[config.mk]
export PLATFORM = sky130hd
export DESIGN_NAME = stream_to_axi_dma
export DESIGN_NICKNAME = d
export VERILOG_FILES = /design/src/rtl/stream_to_axi_dma.sv
export SDC_FILE = /design/constraint.sdc
export NUM_CORES = 1
export LEC_CHECK = 0
export ABC_AREA = 1
export ABC_CLOCK_PERIOD_IN_PS = 16100
export BUFFER_PORTS_ARGS = -buffer_cell sky130_fd_sc_hd__buf_2
export CAP_MARGIN = 0
export CELL_PAD_IN_SITES_DETAIL_PLACEMENT = 2
export CELL_PAD_IN_SITES_GLOBAL_PLACEMENT = 2
export CORE_ASPECT_RATIO = 1.75
export CORE_MARGIN = 4
export CORE_UTILIZATION = 32
export DETAILED_ROUTE_END_ITERATION = 16
export PLACE_DENSITY_LB_ADDON = 0.1
export SETUP_SLACK_MARGIN = 0.2
export SLEW_MARGIN = 10
export SYNTH_ARGS = -nofsm -noshare
export SYNTH_HDL_FRONTEND = slang
export SYNTH_SLANG_ARGS = --single-unit
[constraint.sdc]
create_clock -name clk -period 16.1 [get_ports clk]
set_clock_uncertainty 0.15 [all_clocks]
set_input_delay 4.83 -clock clk [delete_from_list [all_inputs] [get_ports clk]]
set_output_delay 4.83 -clock clk [all_outputs]
set_load 0.005 [all_outputs]
[src/rtl/stream_to_axi_dma.sv]
// Stream-to-memory write DMA: packs Avalon-ST frames into fixed-length AXI4 INCR write bursts.
// Base address, frame length and enable come from a small Avalon-MM register file.
//
// state    | meaning
// IDLE     | disabled, all handshakes low
// WAIT_SOP | dropping words until a start-of-packet is presented
// ADDR     | issuing the AW request for the next burst
// DATA     | forwarding stream words as W beats
// PAD      | filling the rest of a burst with zero-strobe beats after an early EOP
// RESP     | waiting for the B response of the current burst
module stream_to_axi_dma #(
    parameter int ADDR_WIDTH = 24,
    parameter int BURST_SIZE = 128
) (
    input  logic                  clk,
    input  logic                  rst,
    output logic [3:0]            mst_axi_awid,
    output logic [ADDR_WIDTH-1:0] mst_axi_awaddr,
    output logic [7:0]            mst_axi_awlen,
    output logic [2:0]            mst_axi_awsize,
    output logic [1:0]            mst_axi_awburst,
    output logic                  mst_axi_awlock,
    output logic [3:0]            mst_axi_awcache,
    output logic [2:0]            mst_axi_awprot,
    output logic [3:0]            mst_axi_awqos,
    output logic                  mst_axi_awvalid,
    input  logic                  mst_axi_awready,
    output logic [31:0]           mst_axi_wdata,
    output logic [3:0]            mst_axi_wstrb,
    output logic                  mst_axi_wlast,
    output logic                  mst_axi_wvalid,
    input  logic                  mst_axi_wready,
    input  logic [3:0]            mst_axi_bid,
    input  logic [1:0]            mst_axi_bresp,
    input  logic                  mst_axi_bvalid,
    output logic                  mst_axi_bready,
    input  logic [31:0]           st_data,
    input  logic                  st_valid,
    input  logic                  st_startofpacket,
    input  logic                  st_endofpacket,
    output logic                  st_ready,
    input  logic [4:0]            ctrl_address,
    input  logic                  ctrl_read,
    input  logic                  ctrl_write,
    input  logic [31:0]           ctrl_writedata,
    input  logic [3:0]            ctrl_byteenable,
    output logic [31:0]           ctrl_readdata,
    output logic [1:0]            ctrl_response,
    output logic                  ctrl_waitrequest
);

    localparam logic [7:0]            AWLEN       = 8'(BURST_SIZE - 1);
    localparam logic [ADDR_WIDTH-1:0] BURST_BYTES = ADDR_WIDTH'(BURST_SIZE * 4);

    typedef enum logic [2:0] {
        IDLE, WAIT_SOP, ADDR, DATA, PAD, RESP
    } state_t;

    state_t state, next_state;

    logic [ADDR_WIDTH-1:0] start_addr;
    logic [29:0]           words_number;
    logic                  enable;
    logic                  err_early_eop, err_missing_eop, err_bresp;
    logic [15:0]           frame_count;
    logic                  busy;

    logic [ADDR_WIDTH-1:0] curr_addr;
    logic [30:0]           words_left;
    logic [7:0]            beat_left;
    logic                  frame_done;

    logic sop_seen, aw_fire, beat_fire, pad_fire, b_fire;
    logic last_frame_word, last_beat;
    logic set_early, set_missing, set_bresp;

    logic [2:0]  reg_sel;
    logic [31:0] start_merged, words_merged;
    logic [2:0]  err_clr;
    logic        unused_ok;

    function automatic logic [31:0] apply_be(input logic [31:0] cur, input logic [31:0] wr,
                                             input logic [3:0] be);
        logic [31:0] res;
        res = cur;
        for (int b = 0; b < 4; b++) begin
            if (be[b]) res[b*8 +: 8] = wr[b*8 +: 8];
        end
        return res;
    endfunction

    // register file
    assign reg_sel      = ctrl_address[4:2];
    assign start_merged = apply_be(32'(start_addr), ctrl_writedata, ctrl_byteenable);
    assign words_merged = apply_be({2'b00, words_number}, ctrl_writedata, ctrl_byteenable);
    assign err_clr      = (ctrl_write && reg_sel == 3'd3 && ctrl_byteenable[0]) ?
                          ctrl_writedata[3:1] : 3'b000;
    assign unused_ok    = ^{mst_axi_bid, ctrl_address[1:0], start_merged, words_merged[31:30]};

    always_ff @(posedge clk or posedge rst) begin
        if (rst) begin
            start_addr      <= '0;
            words_number    <= '0;
            enable          <= 1'b0;
            err_early_eop   <= 1'b0;
            err_missing_eop <= 1'b0;
            err_bresp       <= 1'b0;
        end else begin
            if (ctrl_write && reg_sel == 3'd0) start_addr <= start_merged[ADDR_WIDTH-1:0];
            if (ctrl_write && reg_sel == 3'd1) words_number <= words_merged[29:0];
            if (ctrl_write && reg_sel == 3'd2 && ctrl_byteenable[0]) enable <= ctrl_writedata[0];
            // a same-cycle error event wins over the write-one-to-clear
            err_early_eop   <= (err_early_eop   & ~err_clr[0]) | set_early;
            err_missing_eop <= (err_missing_eop & ~err_clr[1]) | set_missing;
            err_bresp       <= (err_bresp       & ~err_clr[2]) | set_bresp;
        end
    end

    assign busy = (state != IDLE);

    always_comb begin
        ctrl_readdata = 32'h0;
        if (ctrl_read) begin
            case (reg_sel)
                3'd0:    ctrl_readdata = 32'(start_addr);
                3'd1:    ctrl_readdata = {2'b00, words_number};
                3'd2:    ctrl_readdata = {31'h0, enable};
                3'd3:    ctrl_readdata = {frame_count, 12'h000, err_bresp, err_missing_eop,
                                          err_early_eop, busy};
                default: ctrl_readdata = 32'h0;
            endcase
        end
    end

    assign ctrl_response    = ((ctrl_read || ctrl_write) && reg_sel[2]) ? 2'b10 : 2'b00;
    assign ctrl_waitrequest = 1'b0;

    // constant AW attributes
    assign mst_axi_awid    = 4'h0;
    assign mst_axi_awlen   = AWLEN;
    assign mst_axi_awsize  = 3'b010;
    assign mst_axi_awburst = 2'b01;
    assign mst_axi_awlock  = 1'b0;
    assign mst_axi_awcache = 4'h0;
    assign mst_axi_awprot  = 3'h0;
    assign mst_axi_awqos   = 4'h0;
    assign mst_axi_awaddr  = curr_addr;
    assign mst_axi_wdata   = st_data;

    assign last_frame_word = (words_left == 31'd1);
    assign last_beat       = (beat_left == 8'd0);
    assign set_early       = beat_fire && st_endofpacket && !last_frame_word;
    assign set_missing     = beat_fire && last_frame_word && !st_endofpacket;
    assign set_bresp       = b_fire && (mst_axi_bresp != 2'b00);

    always_ff @(posedge clk or posedge rst) begin
        if (rst) state <= IDLE;
        else     state <= next_state;
    end

    always_comb begin
        next_state      = state;
        mst_axi_awvalid = 1'b0;
        mst_axi_wvalid  = 1'b0;
        mst_axi_wstrb   = 4'h0;
        mst_axi_wlast   = 1'b0;
        mst_axi_bready  = 1'b0;
        st_ready        = 1'b0;
        sop_seen        = 1'b0;
        aw_fire         = 1'b0;
        beat_fire       = 1'b0;
        pad_fire        = 1'b0;
        b_fire          = 1'b0;
        case (state)
            IDLE: begin
                if (enable) next_state = WAIT_SOP;
            end
            WAIT_SOP: begin
                // the SOP word stays on the bus so it becomes the first W beat
                st_ready = !(st_valid && st_startofpacket);
                if (!enable) begin
                    next_state = IDLE;
                end else if (st_valid && st_startofpacket) begin
                    sop_seen   = 1'b1;
                    next_state = ADDR;
                end
            end
            ADDR: begin
                mst_axi_awvalid = 1'b1;
                if (mst_axi_awready) begin
                    aw_fire    = 1'b1;
                    next_state = DATA;
                end
            end
            DATA: begin
                mst_axi_wvalid = st_valid;
                mst_axi_wstrb  = 4'hF;
                mst_axi_wlast  = last_beat;
                st_ready       = mst_axi_wready;
                if (st_valid && mst_axi_wready) begin
                    beat_fire = 1'b1;
                    if (last_beat)
                        next_state = RESP;
                    else if (st_endofpacket && !last_frame_word)
                        next_state = PAD;
                end
            end
            PAD: begin
                mst_axi_wvalid = 1'b1;
                mst_axi_wlast  = last_beat;
                if (mst_axi_wready) begin
                    pad_fire = 1'b1;
                    if (last_beat) next_state = RESP;
                end
            end
            RESP: begin
                mst_axi_bready = 1'b1;
                if (mst_axi_bvalid) begin
                    b_fire = 1'b1;
                    if (!enable)         next_state = IDLE;
                    else if (frame_done) next_state = WAIT_SOP;
                    else                 next_state = ADDR;
                end
            end
            default: next_state = IDLE;
        endcase
    end

    always_ff @(posedge clk or posedge rst) begin
        if (rst) begin
            curr_addr   <= '0;
            words_left  <= '0;
            beat_left   <= '0;
            frame_done  <= 1'b0;
            frame_count <= '0;
        end else begin
            if (sop_seen) begin
                curr_addr  <= start_addr;
                // a zero length register means the full 2^30-word frame
                words_left <= (words_number == 30'd0) ? 31'h4000_0000 : {1'b0, words_number};
                frame_done <= 1'b0;
            end
            if (aw_fire)
                beat_left <= AWLEN;
            else if (beat_fire || pad_fire)
                beat_left <= beat_left - 8'd1;
            if (beat_fire) begin
                words_left <= words_left - 31'd1;
                if (last_frame_word || st_endofpacket) frame_done <= 1'b1;
            end
            if (b_fire) begin
                curr_addr <= curr_addr + BURST_BYTES;
                if (frame_done) frame_count <= frame_count + 16'd1;
            end
        end
    end

endmodule

## Yosys cells after proc, flatten, opt, wreduce, memory -nomap -nowiden

Cells that the tools add are included.

- Register bits: 141
- Word-level logic and storage cells: 131

- Add/sub/neg operators: 4
- Equality and inequality tests: 17
- Multiplexer cells: 44
- Bitwise logic cells: 9
- Reduce and logical (&&, ||, !) cells: 40

Operators by type and width:

| operator | count |
|---|---|
| $pmux W32 S4 | 1 |
| $mux W31 | 3 |
| $mux W24 | 2 |
| $mux W3 | 11 |
| $mux W32 | 1 |
| $eq A31 B1 Y1 const B | 1 |
| $sub A31 B1 Y31 const B | 1 |
| $logic_not A30 Y1 | 1 |
| $add A24 B10 Y24 const B | 1 |
| $pmux W3 S6 | 1 |
| $mux W1 | 17 |
| $add A16 B1 Y16 const B | 1 |
| $mux W8 | 2 |
| $reduce_and A2 Y1 | 8 |
| $logic_and A1 B1 Y1 | 15 |
| $eq A3 B2 Y1 const B | 4 |
| $ne A2 B2 Y1 const B | 6 |
| $logic_not A8 Y1 | 1 |
| $reduce_and A8 Y1 | 1 |
| $reduce_bool A2 Y1 | 4 |
| $sub A8 B1 Y8 const B | 1 |
| $eq A3 B1 Y1 const B | 2 |
| $eq A3 B3 Y1 const B | 2 |
| $logic_not A3 Y1 | 2 |
| 11 further kinds | 25 |

## Depth between registers and ports, before layout

- Word-level depth: 7
- Mapped depth: 11
- Gate-level depth less buffers: 11

## Worst setup path after synthesis

OpenSTA, ideal clock, no wires.

- Path type: input port to output port
- Start point: input port ctrl_address[3]
- End point: output port ctrl_readdata[0]
- Arrival time: 5.832 ns
- Slack: 5.288 ns
- Stages: 6
- Buffers on the path: 1
- Cell sequence: nor2_1 -> nand2_1 -> inv_1 -> clkbuf_1 -> nand2_1 -> a41oi_1

- Longest elaborated chain between the ends: 3
- Elaborated cells between the ends (all ways): 6
- Those cells by class: 3 x eq/ne; 2 x mux; 1 x reduce/logical

Ends and longest elaborated chain:

| what | RTL line | text |
|---|---|---|
| start: declaration | 42 | `input logic [4:0] ctrl_address,` |
| $eq A3 B2 Y1, or another cell as far along | 124 | `case (reg_sel)` |
| $pmux W32 S4 (*) | 124 |  |
| $mux W32 (*) | 123 | `if (ctrl_read) begin` |
| end: declaration | 47 | `output logic [31:0] ctrl_readdata,` |

Mark *: on every way between the ends. The rest lies on a longest branch, timed or not.

## Final worst setup path

Ends and elaborated chain as after synthesis.

==> results_dict.tcl <==
set metrics [dict create \
    finalSetupViolations 0 \
    port_buffers 114 \
    vdd_ir_drop_max_uv 81.1 \
    wl_per_cell_microns 20.2 \
    r2r_slack_ns 13.19 \
    first_global_vias 9133 \
    crit_type "in -> out" \
    root_buffer "clkbuf_16" \
    htree_num_levels 4 \
    startpoint "ctrl_address[3]" \
    relSlewSlack 0.256 \
    pwr_density_cell_mw_per_mm2 153 \
    yosysTopAreaCell "dfrtp_1" \
    holdWs_ns 0.325 \
    synth_cells 1213 \
    setup_tns_ns 0 \
    grt_use_total 0.227 \
    post_cts_resized 0 \
    min_path_type "reg -> reg" \
    cts_setup_buffers 0 \
    period_needed_ns 11.88 \
    drt_iter0_markers 301 \
    cp_max_fo 17 \
    crit_chain "buf_2, inv_1, nor3_2, inv_1, or2_2, a41oi_1, buf_2" \
    pre_cts_slack_ns 4.19 \
    core_sq_mm 0.0266 \
    rows 79 \
    final_util 0.368 \
    drtAntennaViolNets 0 \
    yosys_most_used_dff "dfrtp_1" \
    nets 1376 \
    synth_top_cells_by_count "nand2_1 (327), inv_1 (152), dfrtp_1 (141), nor2_1 (136), o21ai_0 (87)" \
    finalWorstSetupSlack_ns 4.22 \
    avgSynthCellArea_sq_um 7.12 \
    end_kind "primary output" \
    areaGrowthSynthToFinish_pct 13.3 \
    p_leak_nw 4.88 \
    drc 0 \
    initial_utilization 0.325 \
    dr_total_vias 8130 \
    wl_mm 32.6 \
    grt_pass1_wl_mm 51.9 \
    fin_crit_sh 0.738 \
    clock.fmax_mhz 84.2 \
    cp-start-kind "input port" \
    n_fill_cell 3223 \
    dr.pass1.iters 4 \
    clk_pin_slew_ns 0.06 \
    maxCapViolCount 0 \
    overflow 0 \
    fp.dieW_microns 132 \
    hold_viol 0 \
    r2r_start "state[0]" \
    rr_endpoint "words_left[19]" \
    cp-endpoint "ctrl_readdata[0]" \
    yosysMostFrequentCell "nand2_1" \
    rsz0062_at_grt "false" \
    antenna_found_initial 1 \
    max_stage_delay_ns 0.87 \
    ys_top_cells_by_area "dfrtp_1 (41%), nand2_1 (14%), inv_1 (6.6%)" \
    ctsHoldBuffers 0 \
    outcome "complete, no violations" \
    cp_slowest_cell "nor3_2" \
    drive_gt1_frac 0.143 \
    diodes 0 \
    critical_path.n_buffers_inverters 4 \
    die_area_sq_mm 0.0298 \
    arrival_ns 6.90 \
    slew_violations 0 \
    clock_latency_ns 0.45 \
    gp_congestion 0.871 \
    die_h_microns 225 \
    synthArstFlopShare 1.00 \
    worstMarginPinSlew_ns 1.11 \
    cts.sinks 141 \
    syn_area_sq_mm 0.00863 \
    clk_path_buf_depth 2 \
    viasPerCell 5.03 \
    cp.depth 7 \
    synth.distinct_cells 44 \
    top_level_ports 218 \
    ys_seq_elements 141 \
    yosysTopAreaCellShare 0.409 \
    grt_max_degree 72 \
    cpLargestDelayFamily "simple AND/OR/NAND/NOR gates" \
    synth_warnings 0 \
    cts_buffers 17 \
    required_ns 11.12 \
    dp_hpwl_mm 25.3 \
    reg2reg_depth 10 \
    tritoncts "yes" \
    yosysSeqAreaShare 0.409 \
    synth_edf_count 0 \
]
## worst register-to-register path: stages, from the launching register on
cell and delay (ns):
dfrtp_1 0.46, inv_2 0.16, nor3_2 0.07, nand2_2 0.06, buf_4 0.50, inv_2 0.43, nor2_4 0.41, inv_2 0.30
o22ai_1 0.20, inv_1 0.06, nand2_1 0.06
## cells in the final DEF (no fill, tap or decap), types with 6 or more instances in the layout
cell,Yosys,routed
a21oi_1,48,48
buf_2,8,114
bufinv_16,0,6
clkbuf_16,0,17
conb_1,2,31
dfrtp_1,141,141
ha_1,6,6
inv_1,152,151
inv_2,7,7
mux2_2,6,6
nand2_1,327,326
nand3_1,81,81
nand4_1,15,15
nor2_1,136,136
nor2_4,6,6
nor3_1,19,19
o211ai_1,13,13
o21ai_0,87,87
o221ai_1,9,9
o22ai_1,8,8
xor2_1,13,13
## per-layer routing
metal | wire [microns] | track usage | vias up
li1 | - | - | 3901
met1 | 12400 | 0.245 | 4062
met2 | 18300 | 0.440 | 120
met3 | 784 | 0.0360 | 45
met4 | 1060 | 0.0855 | 2
met5 | 13 | 0 | -
## through the flow
step	instance area [sq um]	cells	power [mW]
after floorplan	8740	1242	0.863
after global placement	9110	1586	1.03
after detailed placement	9110	1586	1.05
after CTS	9790	1617	1.52
after global routing	9790	1617	1.61
final	9790	1617	1.50
## kinds of logic after synthesis
group / after synthesis / share of synthesized area
other: 2 / 0.000870
muxes: 6 / 0.00783
DFF: 141 / 0.409
adders and majority gates: 6 / 0.00870
and+or+nand+nor: 602 / 0.295
AOI/OAI and AO/OA: 182 / 0.118
buffers and inverters: 257 / 0.143
xor gates and xnor gates: 17 / 0.0172
## worst min path at each step
stage / end / start / depth (start not counted)
6_report: frame_count[15] / frame_count[15] / 2
5_1_grt: frame_count[15] / frame_count[15] / 2
4_1_cts: frame_count[15] / frame_count[15] / 2
3_5_place_dp: frame_count[15] / frame_count[15] / 2
3_3_place_gp: frame_count[15] / frame_count[15] / 2
2_1_floorplan: frame_count[15] / frame_count[15] / 2
## state kept, by name (all words and copies together) (netlist names)
register         flops
state                3
beat_left            8
err_bresp            1
err_early_eop        1
frame_count         16
frame_done           1
err_missing_eop      1
enable               1
words_left          31
start_addr          24
words_number        30
mst_axi_awaddr      24
## report_power, final
part,internal [mW],switching (mW)
clock,0.297,0.165
combinational,0.152,0.292
sequential,0.466,0.122
total,0.916,0.580
## layout make-up
| cell class | count | area (sq um) | share of cell area |
|---|---|---|---|
| multi-input combinational | 844 | 3980 | 0.407 |
| clock buffer | 20 | 457 | 0.0467 |
| sequential | 141 | 3530 | 0.361 |
| timing repair buffer | 117 | 593 | 0.0606 |
| tap | 324 | 405 | 0.0414 |
| inverter | 160 | 608 | 0.0621 |
| clock inverter | 11 | 214 | 0.0219 |
No activity file was read; power rests on OpenSTA's default activity.
